$ cat config.mk
export PLATFORM = sky130hd
export DESIGN_NAME = fetch_unit
export DESIGN_NICKNAME = d
export VERILOG_FILES = /design/src/rtl/fetch_unit.sv
export SDC_FILE = /design/constraint.sdc
export NUM_CORES = 1
export LEC_CHECK = 0
export ABC_AREA = 1
export BUFFER_PORTS_ARGS = -buffer_cell sky130_fd_sc_hd__buf_2
export CAP_MARGIN = 15
export CORE_MARGIN = 10
export CORE_UTILIZATION = 53
export DETAILED_ROUTE_END_ITERATION = 10
export PLACE_DENSITY = 0.71
export SYNTH_ARGS = -nofsm -noshare
export SYNTH_HDL_FRONTEND = slang
export SYNTH_SLANG_ARGS = --single-unit
$ cat constraint.sdc
create_clock -name clk -period 9 [get_ports clk]
set_clock_uncertainty 0.1 [all_clocks]
set_input_delay 0.9 -clock clk [delete_from_list [all_inputs] [get_ports clk]]
set_output_delay 0.9 -clock clk [all_outputs]
set_load 0.05 [all_outputs]
$ cat src/rtl/fetch_unit.sv
`default_nettype none
// +----------------------------------------------------------------------------+
// | Module      : fetch_unit                                                   |
// | Description : Instruction fetch stage. Holds the PC, issues one I-cache   |
// |               request at a time, pre-decodes JAL/branches (using the     |
// |               branch predictor for conditional branches) to pick the next |
// |               PC, and buffers fetched words in a FIFO for the decoder.   |
// |               A ROB flush empties the queue and redirects the PC.        |
// | Revision    : 1.0 - initial release                                        |
// +----------------------------------------------------------------------------+
module fetch_unit #(
  parameter int          IQ_DEPTH = 8,
  parameter logic [31:0] RESET_PC = 32'h0
) (
  input  logic        clk,
  input  logic        rst,
  input  logic        rdy,
  output logic        ic_req_valid,
  output logic [31:0] ic_req_addr,
  input  logic        ic_resp_valid,
  input  logic [31:0] ic_resp_inst,
  output logic [31:0] pred_pc,
  input  logic        pred_taken,
  input  logic        rob_flush,
  input  logic [31:0] rob_flush_pc,
  output logic        dec_valid,
  output logic [31:0] dec_inst,
  output logic [31:0] dec_pc,
  output logic        dec_pred_taken,
  input  logic        dec_ready
);

  localparam int AW = $clog2(IQ_DEPTH);
  localparam int CW = AW + 1;

  typedef enum logic [1:0] {
    S_IDLE    = 2'd0,
    S_WAIT    = 2'd1,
    S_DISCARD = 2'd2
  } state_t;

  state_t        state;
  state_t        state_nxt;
  logic [31:0]   pc;
  logic [31:0]   pc_nxt;
  logic [31:0]   stale_addr;
  logic [31:0]   stale_nxt;
  logic [AW-1:0] head;
  logic [AW-1:0] tail;
  logic [CW-1:0] count;
  logic [CW:0]   count_after;
  logic          push;
  logic          pop;

  logic [31:0]   q_inst  [IQ_DEPTH];
  logic [31:0]   q_pc    [IQ_DEPTH];
  logic          q_taken [IQ_DEPTH];

  logic [6:0]    opcode;
  logic [31:0]   j_imm;
  logic [31:0]   b_imm;
  logic [31:0]   npc;
  logic          ntaken;

  // While a flush is pending the stale request keeps its own address so the
  // cache sees a stable request even though pc already holds the redirect.
  assign ic_req_valid   = (state != S_IDLE);
  assign ic_req_addr    = (state == S_DISCARD) ? stale_addr : pc;
  assign pred_pc        = pc;

  assign dec_valid      = (count != '0);
  assign dec_inst       = q_inst[head];
  assign dec_pc         = q_pc[head];
  assign dec_pred_taken = q_taken[head];

  // A flush kills the pop along with everything else in that cycle.
  assign pop         = dec_valid & dec_ready & ~rob_flush;
  assign count_after = {1'b0, count} + (CW+1)'(1) - (CW+1)'(pop);

  // Pre-decode the returned word to choose the next PC and predicted-taken bit.
  always_comb begin
    opcode = ic_resp_inst[6:0];
    j_imm  = {{12{ic_resp_inst[31]}}, ic_resp_inst[19:12], ic_resp_inst[20],
              ic_resp_inst[30:21], 1'b0};
    b_imm  = {{20{ic_resp_inst[31]}}, ic_resp_inst[7], ic_resp_inst[30:25],
              ic_resp_inst[11:8], 1'b0};
    npc    = pc + 32'd4;
    ntaken = 1'b0;
    case (opcode)
      7'b1101111: begin
        npc    = pc + j_imm;
        ntaken = 1'b1;
      end
      7'b1100011: begin
        if (pred_taken) begin
          npc = pc + b_imm;
        end
        ntaken = pred_taken;
      end
      default: begin
        npc    = pc + 32'd4;
        ntaken = 1'b0;
      end
    endcase
  end

  // Next state, next PC and push decision; flush overrides normal fetch flow.
  always_comb begin
    state_nxt = state;
    pc_nxt    = pc;
    stale_nxt = stale_addr;
    push      = 1'b0;
    if (rob_flush) begin
      pc_nxt = rob_flush_pc;
      case (state)
        S_WAIT: begin
          if (ic_resp_valid) begin
            state_nxt = S_IDLE;
          end else begin
            state_nxt = S_DISCARD;
            stale_nxt = pc;
          end
        end
        S_DISCARD: begin
          if (ic_resp_valid) begin
            state_nxt = S_IDLE;
          end
        end
        default: state_nxt = S_IDLE;
      endcase
    end else begin
      case (state)
        S_IDLE: begin
          if (count < CW'(IQ_DEPTH)) begin
            state_nxt = S_WAIT;
          end
        end
        S_WAIT: begin
          if (ic_resp_valid) begin
            push      = 1'b1;
            pc_nxt    = npc;
            state_nxt = (count_after < (CW+1)'(IQ_DEPTH)) ? S_WAIT : S_IDLE;
          end
        end
        S_DISCARD: begin
          if (ic_resp_valid) begin
            state_nxt = S_IDLE;
          end
        end
        default: state_nxt = S_IDLE;
      endcase
    end
  end

  // FSM state register; frozen while rdy is low.
  always_ff @(posedge clk) begin
    if (rst) begin
      state <= S_IDLE;
    end else if (rdy) begin
      state <= state_nxt;
    end
  end

  // PC and stale-request address registers.
  always_ff @(posedge clk) begin
    if (rst) begin
      pc         <= RESET_PC;
      stale_addr <= RESET_PC;
    end else if (rdy) begin
      pc         <= pc_nxt;
      stale_addr <= stale_nxt;
    end
  end

  // Queue pointers and occupancy; pointers wrap naturally at IQ_DEPTH.
  always_ff @(posedge clk) begin
    if (rst) begin
      head  <= '0;
      tail  <= '0;
      count <= '0;
    end else if (rdy) begin
      if (rob_flush) begin
        head  <= '0;
        tail  <= '0;
        count <= '0;
      end else begin
        if (push) begin
          tail <= tail + AW'(1);
        end
        if (pop) begin
          head <= head + AW'(1);
        end
        count <= count + CW'(push) - CW'(pop);
      end
    end
  end

  // Queue storage write; contents need no reset since dec_valid qualifies them.
  always_ff @(posedge clk) begin
    if (rdy && push) begin
      q_inst[tail]  <= ic_resp_inst;
      q_pc[tail]    <= pc;
      q_taken[tail] <= ntaken;
    end
  end

endmodule
`default_nettype wire

==> metrics <==
multiplexer area fraction after synthesis 0%; f_max 181 MHz; Initial Util 53.3%; Tmin final 5.53 ns; status complete, no violations; first-pass GRT wire length 140,000 um; Avg Inst Size Synth 9.40 um^2; largest net degree at the start of global routing 161; Worst Path Required ~8.0 ns; global placement routability congestion 1.01; nets about 3.3k; Seq. cell area 0.0172 mm^2; synth warn 0; CP max FO 107; Startpoint Class register; num ports 202; root buffer cell clkbuf_16; 1st-iter DRT viols roughly 2.4k; post-layout util 59.8%; cells after synthesis between 3k and 4k; n_diodes 0; post-synth cell types 52; VDD IR max between 150 and 200 uV; compound-gate portion of the synthesized area a little over an eighth; drt pass-1 iters 5; Max Cap Viol 0; EDFF count, synth 520; largest family of logic cells by synthesized area simple AND/OR/NAND/NOR gates; Synth area leaders edfxtp_1 55%, nor2_1 7.7%, nand2_1 6.8%; worst-case clock buffer depth 3; hold_buf cts 0; crit-path cells buf_4, buf_4, o21ai_0, o22ai_1, nor2_1, a31oi_1, buf_2; syn_nets 3,177; final setup margin 3.47 ns; All-Layer GR Usage between 20% and 30%; Synth Area in XOR/XNOR less than 1%; Port Buffers 201; H-tree Lvls 2; CTS resizes 0; share of cells above drive strength 1 11.9%; pwr dens 186 mW/mm^2; Slew Viols, Final 0; Final ANT Viol Nets 0; DR DRC count 0; Setup CP Type reg -> out; Fin Setup TNS 0 ns; Rows 85; Yosys top cell by area edfxtp_1; Slew HR between 10% and 20%; Adder-Cell Fraction of Synth Area 2.70%; #FFs+latches synth about 600; post-synthesis cell area around 0.029 mm^2; HPWL Detailed approximately 62,000 um; worst path bufs/invs 3; final wirelength approximately 94,000 um; Vias per Instance 5.97; Main synth FF type edfxtp_1; initial antenna violation count 4; gr ovfl total 0; Core Area roughly 0.054 mm^2; Worst Max-Slew Pin Slew 1.22 ns; sequential share of the synthesized area between 60% and 70%; critical path depth in cells 7; worst-skew pair later-pin latency 0.62 ns; vias in the first global route 22.3k; CP arrival 4.53 ns; CTS tree yes; drt wl/cell about 24 um; Leak Pwr 0.0124 uW; Die Wd 252 um; via count around 24k; r2r worst-path depth 7; area of the multi-input gates 0.0101 mm^2; CP delay by family, top buffers and inverters; min-delay worst type reg -> reg; Max stage delay on crit path 0.92 ns; Tot Pwr 5980 uW; period utilization 61.4%; fraction of registers with async set/reset 0%; Slowest cell on crit path buf_4; die footprint 0.0637 mm^2; Worst Hold Depth 2; pre-CTS setup slack 4.12 ns; post-synthesis simple-gate area fraction 19.0%; post-CTS setup buffer count 0; most common cell after layout, fill and taps aside nor2_1; CTS clk-pin slew, worst paths 0.06 ns; clock sinks roughly 600; most frequent CP cell buf_4; endpoints failing setup 0; die height about 250 um; commonest cells after routing, fill and taps aside 583 x nor2_1, 520 x edfxtp_1, 517 x nand2_1; synthesis-to-layout area growth 12.2%; Final Hold Vio Count 0; RSZ-0062 raised after global routing false; Num CTS Buffers 60; post-synth top area share about 55%; crit path capture type output pin; # fillers 4,503
[synth_stat cells, types with 2 or more instances]
master / n
clkbuf_1: 112
ha_1: 57
buf_4: 3
nor3_2: 8
nand4_1: 18
inv_1: 190
o211ai_1: 4
nor2_4: 6
nand2_1: 517
o21ai_0: 369
o21ai_1: 16
nor2_1: 589
clkinv_1: 2
nor2_2: 8
o21a_1: 3
buf_1: 8
a21oi_1: 135
nand3b_1: 11
or2_1: 4
nand2_2: 11
o21bai_1: 6
nor3_1: 21
o22ai_1: 71
a21o_1: 3
a21oi_2: 3
fa_1: 3
edfxtp_1: 520
inv_2: 15
or2_2: 4
a31oi_1: 72
xor2_1: 11
dfxtp_1: 79
buf_2: 21
o31ai_1: 2
nand3_1: 127
[cells by family after synthesis]
| logic type | after synthesis |
|---|---|
| AND/OR/NAND/NOR | 1329 |
| adder cells (fa/ha/maj) | 60 |
| XOR/XNOR | 12 |
| flip-flops | 599 |
| AO/OA/AOI/OAI | 693 |
| buffers and inverters | 353 |
[state kept, by name, indices dropped and copies added, names as in the netlist, named ones only]
name,cells
q_taken,8
q_pc,256
tail,3
count,4
q_inst,256
head,3
state,2
pred_pc,32
stale_addr,32
[routing by layer]
| metal | up-vias | GRT usage [%] | routed length [um] |
|---|---|---|---|
| li1 | 10844 | - | - |
| met1 | 11359 | 39.6 | 39200 |
| met2 | 1123 | 45.7 | 43000 |
| met3 | 189 | 4.77 | 8330 |
| met4 | 4 | 11.4 | 3840 |
| met5 | - | 0 | 15 |
[worst paths after layout]
path,endpoint,slack [ns],start
setup / recovery,dec_pc[0],3.47,register
setup reg to reg,q_pc[3][4],5.36,state[1]
hold reg to reg,count[0],0.41,count[0]
hold / removal,count[0],0.41,count[0]
[power breakdown]
part           switching (uW)  internal, uW
sequential               42.2          3030
clock                    1050          1340
combinational             395           122
total                    1490          4490
[tightest hold or removal path, cell delays in order, from the launching register on]
cell and delay (ns):
dfxtp_1 0.33, nand2_1 0.07, a21oi_1 0.06
[through the flow]
step	area, um^2	hold WS [ns]	instances
after global routing	32100	0.422	3939
after detailed placement	30200	0.392	3828
after floorplan	28600	0.341	3046
after CTS	32100	0.404	3937
after global placement	30200	0.365	3828
final	32100	0.410	3939
[final cells by class]
class                   count  area share (%)
multi-input cells        2094            31.5
repair buffers            234            3.96
well taps                 696            2.71
flip-flops and latches    599            53.6
clock buffers              74            4.84
clock inverters            35           0.950
inverters                 207            2.45
No activity file was read; power rests on OpenSTA's default activity.
